$ cat config.mk
export PLATFORM = sky130hd
export DESIGN_NAME = scancode_decoder
export DESIGN_NICKNAME = d
export VERILOG_FILES = /design/src/rtl/ps2_pkg.sv /design/src/rtl/event_fifo.sv /design/src/rtl/scancode_decoder.sv
export SDC_FILE = /design/constraint.sdc
export NUM_CORES = 1
export LEC_CHECK = 0
export ABC_AREA = 1
export CORE_MARGIN = 4
export CORE_UTILIZATION = 40
export CTS_CLUSTER_DIAMETER = 120
export DETAILED_ROUTE_END_ITERATION = 8
export HOLD_SLACK_MARGIN = 0.15
export PLACE_DENSITY_LB_ADDON = 0.3
export SLEW_MARGIN = 20
export SYNTH_ARGS = -nofsm -noshare
export SYNTH_HDL_FRONTEND = slang
export SYNTH_SLANG_ARGS = --single-unit
$ cat constraint.sdc
create_clock -name CLK -period 2.95 [get_ports CLK]
set_input_delay 0.4425 -clock CLK [delete_from_list [all_inputs] [get_ports CLK]]
set_output_delay 0.4425 -clock CLK [all_outputs]
set_load 0.03 [all_outputs]
$ cat src/rtl/ps2_pkg.sv
// Shared PS/2 set-2 scancode constants, key indices and prefix states
// used by the scancode decoder and its bench.
package ps2_pkg;

    localparam logic [7:0] SC_NONE  = 8'h00;
    localparam logic [7:0] SC_EXT   = 8'hE0;
    localparam logic [7:0] SC_BRK   = 8'hF0;
    localparam logic [7:0] SC_SPACE = 8'h29;
    localparam logic [7:0] SC_UP    = 8'h75;
    localparam logic [7:0] SC_DOWN  = 8'h72;
    localparam logic [7:0] SC_LEFT  = 8'h6B;
    localparam logic [7:0] SC_RIGHT = 8'h74;

    localparam int NUM_KEYS = 5;

    typedef enum logic [2:0] {
        KEY_UP    = 3'd0,
        KEY_DOWN  = 3'd1,
        KEY_LEFT  = 3'd2,
        KEY_RIGHT = 3'd3,
        KEY_SPACE = 3'd4
    } key_e;

    typedef enum logic [1:0] {
        PFX_IDLE,
        PFX_EXT,
        PFX_BRK,
        PFX_EXT_BRK
    } prefix_e;

    typedef struct packed {
        logic hit;
        key_e key;
    } key_hit_t;

    // Arrow keys only exist as E0-extended codes; the same bytes alone are keypad keys.
    function automatic key_hit_t ext_lookup(input logic [7:0] code);
        key_hit_t r;
        r.hit = 1'b1;
        r.key = KEY_UP;
        case (code)
            SC_UP:    r.key = KEY_UP;
            SC_DOWN:  r.key = KEY_DOWN;
            SC_LEFT:  r.key = KEY_LEFT;
            SC_RIGHT: r.key = KEY_RIGHT;
            default:  r.hit = 1'b0;
        endcase
        return r;
    endfunction

endpackage

$ cat src/rtl/event_fifo.sv
// Show-ahead event FIFO with simultaneous push/pop at any occupancy and a
// sticky overflow flag for pushes dropped while full.
module event_fifo #(
    parameter int DEPTH = 4,
    parameter int WIDTH = 4
) (
    input  logic             clk_i,
    input  logic             rst_i,
    input  logic             push_i,
    input  logic [WIDTH-1:0] data_i,
    input  logic             ready_i,
    output logic             valid_o,
    output logic [WIDTH-1:0] data_o,
    output logic             overflow_o
);

    localparam int PTR_W = $clog2(DEPTH);
    localparam int CNT_W = $clog2(DEPTH + 1);

    logic [WIDTH-1:0] mem_q [DEPTH];
    logic [PTR_W-1:0] wr_ptr_q, rd_ptr_q;
    logic [CNT_W-1:0] count_q;
    logic             full, pop, push_ok;

    assign valid_o = (count_q != '0);
    assign full    = (count_q == CNT_W'(DEPTH));
    assign pop     = valid_o & ready_i;
    // A pop in the same cycle frees the slot, so a full FIFO still accepts.
    assign push_ok = push_i & (~full | pop);
    assign data_o  = valid_o ? mem_q[rd_ptr_q] : '0;

    always_ff @(posedge clk_i) begin
        if (push_ok) begin
            mem_q[wr_ptr_q] <= data_i;
        end
    end

    always_ff @(posedge clk_i) begin
        if (rst_i) begin
            wr_ptr_q   <= '0;
            rd_ptr_q   <= '0;
            count_q    <= '0;
            overflow_o <= 1'b0;
        end else begin
            if (push_ok) begin
                wr_ptr_q <= wr_ptr_q + PTR_W'(1);
            end
            if (pop) begin
                rd_ptr_q <= rd_ptr_q + PTR_W'(1);
            end
            case ({push_ok, pop})
                2'b10:   count_q <= count_q + CNT_W'(1);
                2'b01:   count_q <= count_q - CNT_W'(1);
                default: count_q <= count_q;
            endcase
            if (push_i && !push_ok) begin
                overflow_o <= 1'b1;
            end
        end
    end

endmodule

$ cat src/rtl/scancode_decoder.sv
// PS/2 set-2 decoder for arrow keys and space: prefix FSM, held key levels
// and a queue of press/release events for a downstream consumer.
//
// state       | meaning
// PFX_IDLE    | no prefix pending
// PFX_EXT     | E0 seen, waiting for extended code or F0
// PFX_BRK     | F0 seen, waiting for released code
// PFX_EXT_BRK | E0 F0 seen, waiting for released extended code
module scancode_decoder
    import ps2_pkg::*;
#(
    parameter int TIMEOUT_CYCLES = 2500000,
    parameter int FIFO_DEPTH     = 4
) (
    input  logic       CLK,
    input  logic       RST,
    input  logic [7:0] SCAN_CODE,
    output logic [4:0] KEY_STATE,
    output logic       EVT_VALID,
    input  logic       EVT_READY,
    output logic [2:0] EVT_KEY,
    output logic       EVT_MAKE,
    output logic       OVERFLOW
);

    localparam int CNT_W = $clog2(TIMEOUT_CYCLES + 1);

    prefix_e              state_q, state_d;
    logic [CNT_W-1:0]     idle_cnt_q, idle_cnt_d;
    logic [NUM_KEYS-1:0]  key_q, key_d;
    logic                 byte_vld, timeout;
    key_hit_t             ext_hit;
    logic                 ev_vld, ev_make, push;
    key_e                 ev_key;
    logic [3:0]           fifo_dout;

    assign byte_vld = (SCAN_CODE != SC_NONE);
    assign ext_hit  = ext_lookup(SCAN_CODE);
    assign timeout  = (state_q != PFX_IDLE) && !byte_vld
                      && (idle_cnt_q == CNT_W'(TIMEOUT_CYCLES - 1));

    always_comb begin
        state_d = state_q;
        ev_vld  = 1'b0;
        ev_key  = KEY_UP;
        ev_make = 1'b0;
        if (byte_vld) begin
            case (state_q)
                PFX_IDLE: begin
                    if (SCAN_CODE == SC_EXT) begin
                        state_d = PFX_EXT;
                    end else if (SCAN_CODE == SC_BRK) begin
                        state_d = PFX_BRK;
                    end else if (SCAN_CODE == SC_SPACE) begin
                        ev_vld  = 1'b1;
                        ev_key  = KEY_SPACE;
                        ev_make = 1'b1;
                    end
                end
                PFX_EXT: begin
                    state_d = PFX_IDLE;
                    if (SCAN_CODE == SC_BRK) begin
                        state_d = PFX_EXT_BRK;
                    end else if (ext_hit.hit) begin
                        ev_vld  = 1'b1;
                        ev_key  = ext_hit.key;
                        ev_make = 1'b1;
                    end
                end
                PFX_BRK: begin
                    state_d = PFX_IDLE;
                    if (SCAN_CODE == SC_SPACE) begin
                        ev_vld = 1'b1;
                        ev_key = KEY_SPACE;
                    end
                end
                PFX_EXT_BRK: begin
                    state_d = PFX_IDLE;
                    if (ext_hit.hit) begin
                        ev_vld = 1'b1;
                        ev_key = ext_hit.key;
                    end
                end
                default: state_d = PFX_IDLE;
            endcase
        end else if (timeout) begin
            state_d = PFX_IDLE;
        end
    end

    // Only level changes become events, which suppresses typematic repeats.
    always_comb begin
        key_d = key_q;
        push  = ev_vld && (key_q[ev_key] != ev_make);
        if (push) begin
            key_d[ev_key] = ev_make;
        end
        idle_cnt_d = idle_cnt_q + CNT_W'(1);
        if (byte_vld || timeout || state_q == PFX_IDLE) begin
            idle_cnt_d = '0;
        end
    end

    always_ff @(posedge CLK) begin
        if (RST) begin
            state_q    <= PFX_IDLE;
            idle_cnt_q <= '0;
            key_q      <= '0;
        end else begin
            state_q    <= state_d;
            idle_cnt_q <= idle_cnt_d;
            key_q      <= key_d;
        end
    end

    event_fifo #(
        .DEPTH (FIFO_DEPTH),
        .WIDTH (4)
    ) u_event_fifo (
        .clk_i      (CLK),
        .rst_i      (RST),
        .push_i     (push),
        .data_i     ({ev_key, ev_make}),
        .ready_i    (EVT_READY),
        .valid_o    (EVT_VALID),
        .data_o     (fifo_dout),
        .overflow_o (OVERFLOW)
    );

    assign KEY_STATE = key_q;
    assign EVT_KEY   = fifo_dout[3:1];
    assign EVT_MAKE  = fifo_dout[0];

endmodule
# Word level (Yosys, flattened, before mapping)

Memory sizes are Yosys's and may differ from the RTL's. A register that Yosys moved wholly into a read port is not among the register bits.
Cells that the tools add are included.

Reductions and logical operators: 19
Magnitude comparators: 2
Bitwise gates (word level): 4
Eq/ne operators: 16
Add/sub/neg operators: 5
Multiplexer cells: 35

Operator list:

| kind                    | number |
|---|---|
| $eq A8 B7 Y1 const B    | 4 |
| $add A22 B1 Y22 const B | 1 |
| $eq A22 B22 Y1 const B  | 1 |
| $mux W3                 | 6 |
| $eq A8 B8 Y1 const B    | 2 |
| $mux W2                 | 7 |
| $mux W1                 | 12 |
| $pmux W2 S3             | 2 |
| $pmux W3 S4             | 1 |
| $eq A8 B6 Y1 const B    | 1 |
| $reduce_bool A8 Y1      | 1 |
| $eq A2 B2 Y1 const B    | 3 |
| $pmux W3 S2             | 1 |
| $reduce_bool A2 Y1      | 3 |
| $bwmux W5               | 1 |
| $logic_and A1 B1 Y1     | 5 |
| $add A2 B1 Y2 const B   | 2 |
| $eq A2 B1 Y1 const B    | 2 |
| $lt A3 B4 Y1 const B    | 1 |
| $mux W4                 | 1 |
| $ne A4 B4 Y1 const B    | 1 |
| $pmux W1 S4             | 1 |
| $reduce_or A2 Y1        | 2 |
| $reduce_or A4 Y1        | 1 |
| 16 further kinds        | 19 |

Word-level logic and storage cells: 89
Output and inout bits: 11
Flip-flop bits (word level): 37
Input bits: 11
Bits in writable memories: 16
Memories: 1

Memories:

| memory             | depth | bits a word | read ports | clocked after memory_dff | wr ports | RTL line         | source |
|---|---|---|---|---|---|---|---|
| u_event_fifo.mem_q | 4     | 4           | 1          | 1                        | 1        | event_fifo.sv:20 | `logic [WIDTH-1:0] mem_q [DEPTH];` |

# Longest topological paths before layout

Gate-level depths: netlist of run 1.

Depth in word-level cells: 14
Gate-level depth with buffers: 20
Gate-level depth less buffers: 20

# Modules after synthesis

A second synthesis of run 1 with hierarchy kept.

Cells, all modules: 371
Area total of the unflattened synthesis: 2880.3 um^2

Modules (own cells, without submodules):

| module           | area each (um^2) | cells each | instances | sequential area each (um^2) |
|---|---|---|---|---|
| scancode_decoder | 1712.9           | 253        | 1         | 580.6 |
| event_fifo       | 1167.4           | 118        | 1         | 680.7 |

# Least setup slack after synthesis of run 1

Ideal clock, no wire load.

Path kind: input port to flip-flop
Start point: input SCAN_CODE[2]
End point: register u_event_fifo.count_q[2]
Data arrival time: 2.485 ns
Required time: 2.828 ns
Setup time: 0.122 ns
Path buffers: 0
Setup slack: 0.343 ns
Cell stages on the path: 20
Cells stage by stage: inv_2 -> nand2_1 -> nor2_2 -> nand2_2 -> nand2_2 -> nand2_2 -> nand2_2 -> inv_1 -> nand3_2 -> nand3_2 -> nand2_2 -> nand2_4 -> nand3_4 -> ha_1 -> inv_1 -> fa_1 -> a21oi_1 -> o21ai_0 -> o21ai_0 -> a21oi_1

Longest elaborated chain between the ends: 14
Elaborated cells between the ends (all ways): 36
Classes of those cells: eq/ne (10); mux (21); bitwise (1); reduce/logical (4)

RTL lines:

| element                                           | RTL line                                       | source |
|---|---|---|
| start: declaration                                | scancode_decoder.sv:17                         | `input logic [7:0] SCAN_CODE,` |
| $eq A8 B7 Y1                                      | ps2_pkg.sv:41                                  | `case (code)` |
| $reduce_or A4 Y1 (no source line)                 | n/a                                            |  |
| $mux W1                                           | ps2_pkg.sv:41                                  |  |
| $mux W3                                           | scancode_decoder.sv:64, scancode_decoder.sv:79 |  |
| $mux W3                                           | scancode_decoder.sv:62                         | `if (SCAN_CODE == SC_BRK) begin` |
| $pmux W3 S4                                       | scancode_decoder.sv:48                         | `case (state_q)` |
| $mux W3                                           | scancode_decoder.sv:47                         | `if (byte_vld) begin` |
| $bmux W1 S3                                       | scancode_decoder.sv:94                         | `push = ev_vld && (key_q[ev_key] != ev_make);` |
| $mux W1 (implied by the code)                     | scancode_decoder.sv:94                         |  |
| $ne A1 B1 Y1                                      | scancode_decoder.sv:94                         |  |
| $logic_and A1 B1 Y1 (*)                           | scancode_decoder.sv:94                         |  |
| $and A1 B1 Y1 (*)                                 | event_fifo.sv:29                               | `assign push_ok = push_i & (~full \| pop);` |
| $eq A2 B1 Y1 or $eq A2 B2 Y1 (tied branches)      | event_fifo.sv:51                               | `case ({push_ok, pop})` |
| $pmux W3 S2 or $reduce_bool A2 Y1 (tied branches) | n/a                                            |  |
| end signal: assignment                            | event_fifo.sv:52                               | `2'b10: count_q <= count_q + CNT_W'(1);` |
| end signal: assignment                            | event_fifo.sv:53                               | `2'b01: count_q <= count_q - CNT_W'(1);` |
| end signal: assignment                            | event_fifo.sv:54                               | `default: count_q <= count_q;` |
| end: declaration                                  | event_fifo.sv:22                               | `logic [CNT_W-1:0] count_q;` |

Mark *: on every way between the ends. The rest lies on a longest branch, timed or not. The select of a mux whose other input is x is not followed.
A chain may end at the register's enable or synchronous reset.

# Worst setup path in the final report of run 1

Start point: input SCAN_CODE[0]
End point: register u_event_fifo.count_q[2]

The elaborated chain is that of the path after synthesis.

==> results of run 1 <==
==> flip-flops by register name (all words and copies together), names as in the netlist, named ones only <==
register,flops
u_event_fifo.count_q,3
u_event_fifo.wr_ptr_q,2
state_q,2
idle_cnt_q,22
u_event_fifo.mem_q,16
u_event_fifo.overflow_o,1
u_event_fifo.rd_ptr_q,2
KEY_STATE,5
==> synthesized netlist by cell type (5+ instances only) <==
library cell / number
nand2_1: 61
ha_1: 6
edfxtp_1: 16
nand2_2: 8
nor3_1: 6
o21ai_0: 16
dfxtp_1: 39
nand4_1: 14
nor2_2: 5
a21oi_1: 30
nand3_1: 12
o21ai_1: 5
nor2_1: 59
inv_1: 58
==> power by group through the flow <==
stage | Sequential [mW] | Combinational (mW) | Clock, mW
floorplan | 0.794 | 0.0345 | 0
global placement | 0.795 | 0.0611 | 0
detailed placement | 0.795 | 0.0623 | 0
CTS | 0.777 | 0.0624 | 0.499
global route | 0.778 | 0.0732 | 0.524
finish | 0.777 | 0.0656 | 0.483
==> repair_timing <==
action,CTS,global route
setup endpoints to repair,0,2
gates resized for setup,0,16
buffers inserted,0,0
==> worst max-delay path by stage <==
stage                       startpoint                                    to  slack [ns]  depth (start not counted)
after floorplan           SCAN_CODE[2]  u_event_fifo.count_q[2]$_SDFFE_PP0P_        0.34                         20
after global placement    SCAN_CODE[5]  u_event_fifo.count_q[2]$_SDFFE_PP0P_       -0.15                         20
after detailed placement  SCAN_CODE[5]  u_event_fifo.count_q[2]$_SDFFE_PP0P_       -0.24                         20
after CTS                 SCAN_CODE[5]  u_event_fifo.count_q[2]$_SDFFE_PP0P_        0.09                         20
after global routing      SCAN_CODE[6]  u_event_fifo.count_q[2]$_SDFFE_PP0P_       -0.03                         20
final                     SCAN_CODE[0]  u_event_fifo.count_q[2]$_SDFFE_PP0P_        0.21                         20
==> kinds of logic after synthesis <==
logic type | count (synthesis) | share of synthesized area
AND/OR/NAND/NOR | 185 | 0.312
buffers and inverters | 66 | 0.0895
AO/OA/AOI/OAI | 59 | 0.117
flip-flops | 55 | 0.442
adder cells (fa/ha/maj) | 7 | 0.0333
XOR/XNOR | 2 | 0.00614
==> through the flow <==
stage,std cells,total power [mW],hold WS [ns],util
after global placement,501,0.856,0.432,0.476
after floorplan,374,0.829,0.413,-
final,509,1.33,0.454,0.498
after detailed placement,501,0.857,0.442,0.476
after CTS,509,1.34,0.460,0.491
after global routing,509,1.37,0.485,0.498
==> metal layers <==
layer / GRT usage / up-vias / wire length (um)
met5: 0 / - / 0
met4: 0.0334 / 0 / 39
met3: 0.0227 / 5 / 139
met2: 0.218 / 29 / 2450
met1: 0.178 / 1081 / 2710
li1: - / 1298 / -
==> critical path, stage by stage <==
cell	delay [ns]
clkdlybuf4s50_1	0.49
inv_1	0.06
nand2_1	0.09
nor2_2	0.04
nand2_2	0.09
nand2_2	0.07
o21ai_2	0.11
nand3_1	0.12
nand2_2	0.10
nand3_2	0.09
nand2_2	0.08
nand2_4	0.06
nand3_4	0.06
ha_1	0.14
inv_1	0.07
fa_2	0.41
a21oi_2	0.14
o21ai_1	0.09
o21ai_1	0.13
a21oi_1	0.05
==> final cells by class <==
| type | count | area [um2] | share of cell area |
|---|---|---|---|
| clock buffer | 5 | 68.8 | 0.0201 |
| tap | 96 | 120 | 0.0351 |
| sequential | 55 | 1260 | 0.369 |
| timing repair buffer | 36 | 328 | 0.0958 |
| clock inverter | 3 | 38.8 | 0.0113 |
| inverter | 61 | 229 | 0.0669 |
| multi-input combinational | 253 | 1380 | 0.402 |
==> cells in the final DEF (no fill, tap or decap), types with 6 or more instances in the layout <==
master / synthesis / routed
nor2_4: 3 / 6
o21ai_1: 5 / 7
a21oi_1: 30 / 29
nor3_1: 6 / 6
nand2_1: 61 / 56
dfxtp_1: 39 / 39
inv_1: 58 / 58
ha_1: 6 / 6
nor2_1: 59 / 58
edfxtp_1: 16 / 16
nand2_2: 8 / 12
o21ai_0: 16 / 14
buf_4: 2 / 15
nand4_1: 14 / 14
nand3_1: 12 / 12
clkdlybuf4s50_1: 0 / 19
==> metrics.md, run 1 <==
| Metric | Value |
|---|---|
| Status | `finished, final reports clean` |
| CTS sink cnt | `55` |
| Reg-to-reg endpoint | `u_event_fifo.count_q[2]$_SDFFE_PP0P_` |
| I/O Buffers | `21` |
| Max Slew Vio Count | `0` |
| Comb power frac | `0.049` |
| Clock Root Buffer | `clkbuf_8` |
| Setup crit end kind | `flip-flop` |
| Vias | `2413` |
| Switching Fraction | `0.208` |
| FP Rows | `30` |
| 1st-pass router iterations | `4` |
| Share of synthesized flip-flops with an asynchronous set or reset | `0` |
| Syn. warnings | `0` |
| Startpoint types | `input pin` |
| Netlist cell types | `38` |
| I/O pin count | `22` |
| Setup Viol. Count Final | `0` |
| Tmin final | `2.74 ns` |
| First-pass GRT wire length | `9340 um` |
| WL/cell | `~10 um` |
| Core ar. | `slightly below 7000 um2` |
| Pleak | `about 1.2 nW` |
| Seq cells post-synth | `55` |
| Largest net degree at the start of global routing | `17` |
| Slew headroom | `0.632` |
| Clock buffer depth | `2` |
| Clk_lat worst skew | `0.30 ns` |
| Die X | `92.4 um` |
| Post-layout instance area | `3420 um2` |
| Final Skew | `0.0104 ns` |
| Antenna viol nets, final | `0` |
| Setup TNS | `0 ns` |
| P&R area growth vs syn | `20.0%` |
| Post-Syn Area | `about 2900 um2` |
| WP data required | `3.15 ns` |
| Worst hold endpoint | `idle_cnt_q[0]$_SDFF_PP0_` |
| R2R Path Start | `state_q[0]$_SDFFE_PP0P_` |
| Dpl cell area | `approximately 3300 um2` |
| Pre-CTS setup slack | `-0.241 ns` |
| Synth area leaders | `dfxtp_1 27%, edfxtp_1 17%, nand2_1 8.0%` |
| Seq/Total Area, Yosys | `0.442` |
| Number of global-route vias before repair | `2130` |
| Initial DRC count | `96` |
| CTS tree | `done` |
| Dominant register cell in the synthesized netlist | `dfxtp_1` |
| Mean Syn Cell Area | `7.62 um2` |
| Final HPWL DP | `slightly above 4000 um` |
| Worst-Margin Slew | `around 0.55 ns` |
| Critical Setup Path Class | `in2reg` |
| Die height | `92.4 um` |
| Layout Nets | `430` |
| Residual DRC | `0` |
| Syn Nets | `around 390` |
| WHS Path Cells | `1` |
| Initial antenna violation count | `0` |
| Clock-pin slew on the worst setup and hold paths | `~0.1 ns` |
| Clock power frac | `0.364` |
| Fin. Hold Viols | `0` |
| Initial Util | `0.415` |
| Hold_buf cts | `0` |
| P_sw | `275 uW` |
| Hold path start | `idle_cnt_q[0]$_SDFF_PP0_` |
| Synth Instances | `374` |
| Routed wire length | `5340 um` |
| R2r setup slk | `about 0.51 ns` |
| PwrDens | `387 nW/um2` |
| CP Data Arrival Time | `2.94 ns` |
| Die area | `8540 um2` |
| GR Overflow Total | `0` |
| Final GP Congestion | `0.819` |
| Hold crit path type | `reg2reg` |
| Vias per cell | `4.74` |
| Layout fillers | `666` |
| CP Max Fanout | `5` |
| Fin crit share | `0.930` |
| Maximum Capacitance Violations | `0` |
| Post-route setup slack | `0.205 ns` |
| Post-synth EDFFs | `16` |
| # diodes | `0` |
| Synth area leader | `dfxtp_1` |
| Reg power frac | `0.586` |
| GRT Resource Usage Total | `0.132` |
| Share of cells above drive strength 1 | `0.148` |
| Top cell type's share of synthesized area | `0.274` |
| Max frequency | `364 MHz` |
| Peak supply drop | `244 uV` |
| TritonCTS Buffers | `5` |
| R2r worst-path depth | `16` |
| Int Pwr | `approximately 1.1 mW` |
| H-tree levels | `2` |
No activity file was read; power rests on OpenSTA's default activity.
==> run 2, diff against run 1 <==
--- a/config.mk
+++ b/config.mk
@@ -6,6 +6,7 @@
 export NUM_CORES = 1
 export LEC_CHECK = 0
 export ABC_AREA = 1
+export CORE_ASPECT_RATIO = 1.1
 export CORE_MARGIN = 4
 export CORE_UTILIZATION = 40
 export CTS_CLUSTER_DIAMETER = 120
@@ -15,4 +16,5 @@
 export SLEW_MARGIN = 20
 export SYNTH_ARGS = -nofsm -noshare
 export SYNTH_HDL_FRONTEND = slang
+export SYNTH_HIERARCHICAL = 1
 export SYNTH_SLANG_ARGS = --single-unit
==> metrics.md, run 2 <==
| Metric | Value |
|---|---|
| Die area | `8620 um2 (+0.94%)` |
| Clock Root Buffer | `clkbuf_8` |
| Syn Nets | `388 (-1.0%)` |
| Post-synth EDFFs | `16 (unchanged)` |
| Hold crit path type | `reg2reg` |
| Footprint of the multi-input gates | `1380 um2 (about the same)` |
| Post-Syn Area | `2880 um2 (+1.0%)` |
| Syn. warnings | `6 (+6)` |
| Layout Nets | `435 (+1.2%)` |
| Switching Fraction | `0.319 (+0.111)` |
| Largest register FFs | `22 (unchanged)` |
| Vias | `2401 (-0.50%)` |
| Worst-Margin Slew | `0.520 ns (-0.0261 ns)` |
| Die height | `97 um (+4.9%)` |
| WP data required | `3.15 ns (about the same)` |
| Status | `finished, final reports clean` |
| FP Rows | `32 (+6.7%)` |
| Final Skew | `0.00593 ns (-0.00444 ns)` |
| Dominant register cell in the synthesized netlist | `dfxtp_1` |
| P_sw | `565 uW (+110%)` |
| TritonCTS Buffers | `5 (unchanged)` |
| I/O Buffers | `21 (unchanged)` |
| Fin. Hold Viols | `0 (unchanged)` |
| Startpoint types | `input pin` |
| CP Max Fanout | `5 (unchanged)` |
| CTS sink cnt | `55 (unchanged)` |
| GR Overflow Total | `0 (unchanged)` |
| Clk_lat worst skew | `0.30 ns (about the same)` |
| Initial DRC count | `120 (+25%)` |
| Register area | `1260 um2 (unchanged)` |
| RSZ-0062 raised after global routing | `no` |
| Commonest non-fill, non-tap cell in the layout | `nand2_1` |
| Share of synthesized flip-flops with an asynchronous set or reset | `0 (unchanged)` |
| Share of cells above drive strength 1 | `0.155 (+0.00743)` |
| Crit path buf inv count | `3 (unchanged)` |
| CP Data Arrival Time | `2.95 ns (about the same)` |
| # diodes | `0 (unchanged)` |
| CTS tree | `done` |
| Residual DRC | `0 (unchanged)` |
| PwrDens | `515 nW/um2 (+33%)` |
| Mean Syn Cell Area | `7.76 um2 (+1.8%)` |
| Final HPWL DP | `4270 um (+3.4%)` |
| GRT Resource Usage Total | `0.138 (+0.00616)` |
| Top reg by flops | `idle_cnt_q` |
| Maximum Capacitance Violations | `0 (unchanged)` |
| Dpl cell area | `3340 um2 (+2.3%)` |
| Layout fillers | `659 (-1.1%)` |
| Final GP Congestion | `0.858 (+4.8%)` |
| Crit path max-delay family | `simple AND/OR/NAND/NOR gates` |
| Peak supply drop | `341 uV (+40%)` |
| Setup Viol. Count Final | `0 (unchanged)` |
| Crit-path cells | `clkdlybuf4s50_1 -> nand2_1 -> nor2_2 -> nand2_1 -> nand2_2 -> o21ai_2 -> nand2_1 -> nand3_1 -> nand3_1 -> nand2_2 -> and3_1 -> inv_2 -> nand2_4 -> fa_1 -> inv_1 -> nand4_1 -> a21oi_1 -> nor2_1` |
| Die X | `88.9 um (-3.8%)` |
| Number of global-route vias before repair | `2386 (+12%)` |
| Number of post-CTS setup repair buffers | `0 (unchanged)` |
| Clock-pin slew on the worst setup and hold paths | `0.10 ns (about the same)` |
| Seq/Total Area, Yosys | `0.438 (-0.00442)` |
| Initial Util | `0.411 (-0.00405)` |
| Vias per cell | `4.76 (+0.49%)` |
| Largest net degree at the start of global routing | `19 (+2)` |
| Setup crit end kind | `flip-flop` |
| Clock buffer depth | `2 (unchanged)` |
| Synth cell count leaders | `70 x nand2_1, 53 x inv_1, 51 x nor2_1, 39 x dfxtp_1, 24 x a21oi_1` |
| Max frequency | `364 MHz (-0.17%)` |
| Pre-CTS setup slack | `-0.136 ns (+0.105 ns)` |
| First-pass GRT wire length | `9760 um (+4.6%)` |
| Top-count cell post-synth | `nand2_1` |
| Post-route setup slack | `0.200 ns (-0.00473 ns)` |
| Comb power frac | `0.262 (+0.213)` |
| Final core utilization | `0.492 (-0.00639)` |
| Max Slew Vio Count | `0 (unchanged)` |
| Most Frequent Cell on Critical Path | `nand2_1` |
| CP max stage delay | `0.51 ns (+0.02 ns)` |
| Seq cells post-synth | `55 (unchanged)` |
| WL/cell | `10.7 um (+2.3%)` |
| Int Pwr | `1.21 mW (+15%)` |
| Routed wire length | `5410 um (+1.3%)` |
| Netlist cell types | `40 (+5.3%)` |
| Fin crit share | `0.932 (+0.00160)` |
| Most frequent cells in the layout | `70 x nand2_1, 52 x inv_1, 51 x nor2_1` |
| Synth area leaders | `dfxtp_1 27%, edfxtp_1 17%, nand2_1 9.1%` |
| Critical Setup Path Class | `in2reg` |
| Slew headroom | `0.650 (+0.0181)` |
| Antenna viol nets, final | `0 (unchanged)` |
| Core ar. | `7010 um2 (+2.0%)` |
| 1st-pass router iterations | `4 (unchanged)` |
| CP max stage cell | `clkdlybuf4s50_1` |
| Pleak | `1.35 nW (+9.3%)` |
| Initial antenna violation count | `0 (unchanged)` |
| I/O pin count | `22 (unchanged)` |
| Synth area leader | `dfxtp_1` |
| Reg power frac | `0.477 (-0.109)` |
| Top cell type's share of synthesized area | `0.271 (-0.00274)` |
| P&R area growth vs syn | `19.6%` |
| H-tree levels | `2 (unchanged)` |
| Clock power frac | `0.261 (-0.103)` |
| Synth Instances | `371 (-0.80%)` |
| Post-layout instance area | `3450 um2 (+0.69%)` |
| Tmin final | `2.75 ns (+0.00472 ns)` |
-- run 2: final cells by class --
type                            count  area share
Multi-Input combinational cell    254       0.399
Sequential cell                    55       0.366
Timing Repair Buffer               43       0.109
Inverter                           59      0.0650
Tap cell                           85      0.0309
Clock buffer                        7      0.0283
Clock inverter                      1     0.00182
-- run 2: final timing paths --
check / from / end / slack [ns] / cells after the start
max: SCAN_CODE[5] / u_event_fifo/count_q[2]$_SDFFE_PP0P_ / 0.20 / 18
min reg2reg: idle_cnt_q[0]$_SDFF_PP0_ / idle_cnt_q[0]$_SDFF_PP0_ / 0.46 / 1
min: idle_cnt_q[0]$_SDFF_PP0_ / idle_cnt_q[0]$_SDFF_PP0_ / 0.46 / 1
max reg2reg: state_q[0]$_SDFFE_PP0P_ / u_event_fifo/count_q[2]$_SDFFE_PP0P_ / 0.47 / 15
-- run 2: cells by family after synthesis --
kind of cell	count (synthesis)	share of synthesized area
AOI/OAI and AO/OA	50	0.101
and+or+nand+nor	192	0.330
adders and majority gates	6	0.0287
buffers and inverters	62	0.0847
DFF	55	0.438
xor gates and xnor gates	6	0.0182
-- run 2: stage by stage --
stage	power [mW]	std cells	hold WS (ns)	setup TNS, ns
after global placement	1.32	496	0.430	-0.0430
after CTS	1.80	504	0.467	0
after floorplan	1.19	371	0.418	0
after detailed placement	1.33	496	0.448	-0.161
final	1.77	504	0.460	0
after global routing	1.88	504	0.492	0
-- run 2: repair_timing --
item,4_1_cts,5_1_grt
hold buffers,0,0
setup endpoints to repair,0,1
gates resized for setup,0,1
-- run 2: worst reg2reg max path, cell delays in order (launching register included) --
cell and delay (ns):
dfxtp_1 0.50, nor2_4 0.11, o211ai_2 0.25, nand2_2 0.09
inv_2 0.05, nand3_1 0.09, nand3_1 0.15, nand2_2 0.06
and3_1 0.16, inv_2 0.09, nand2_4 0.06, fa_1 0.39
inv_1 0.08, nand4_1 0.12, a21oi_1 0.15, nor2_1 0.06
-- run 2: per-layer routing --
metal	vias up	wire length, um	GRT usage
met1	1061	2470	0.166
li1	1310	-	-
met4	0	31	0.0349
met5	-	0	0
met2	28	2760	0.246
met3	2	150	0.0256
-- run 2: power groups by stage --
stage | clock [mW] | combinational [mW] | sequential (mW)
3_3_place_gp | 0 | 0.460 | 0.863
5_1_grt | 0.507 | 0.523 | 0.853
2_1_floorplan | 0 | 0.340 | 0.847
3_5_place_dp | 0 | 0.466 | 0.863
6_report | 0.462 | 0.465 | 0.846
4_1_cts | 0.481 | 0.469 | 0.845
==> run 3, diff against run 2 <==
--- a/config.mk
+++ b/config.mk
@@ -10,6 +10,7 @@
 export CORE_MARGIN = 4
 export CORE_UTILIZATION = 40
 export CTS_CLUSTER_DIAMETER = 120
+export CTS_CLUSTER_SIZE = 16
 export DETAILED_ROUTE_END_ITERATION = 8
 export HOLD_SLACK_MARGIN = 0.15
 export PLACE_DENSITY_LB_ADDON = 0.3
==> results of run 3 <==
Same layout as run 2: the final DEF is identical, and so are final timing and power.
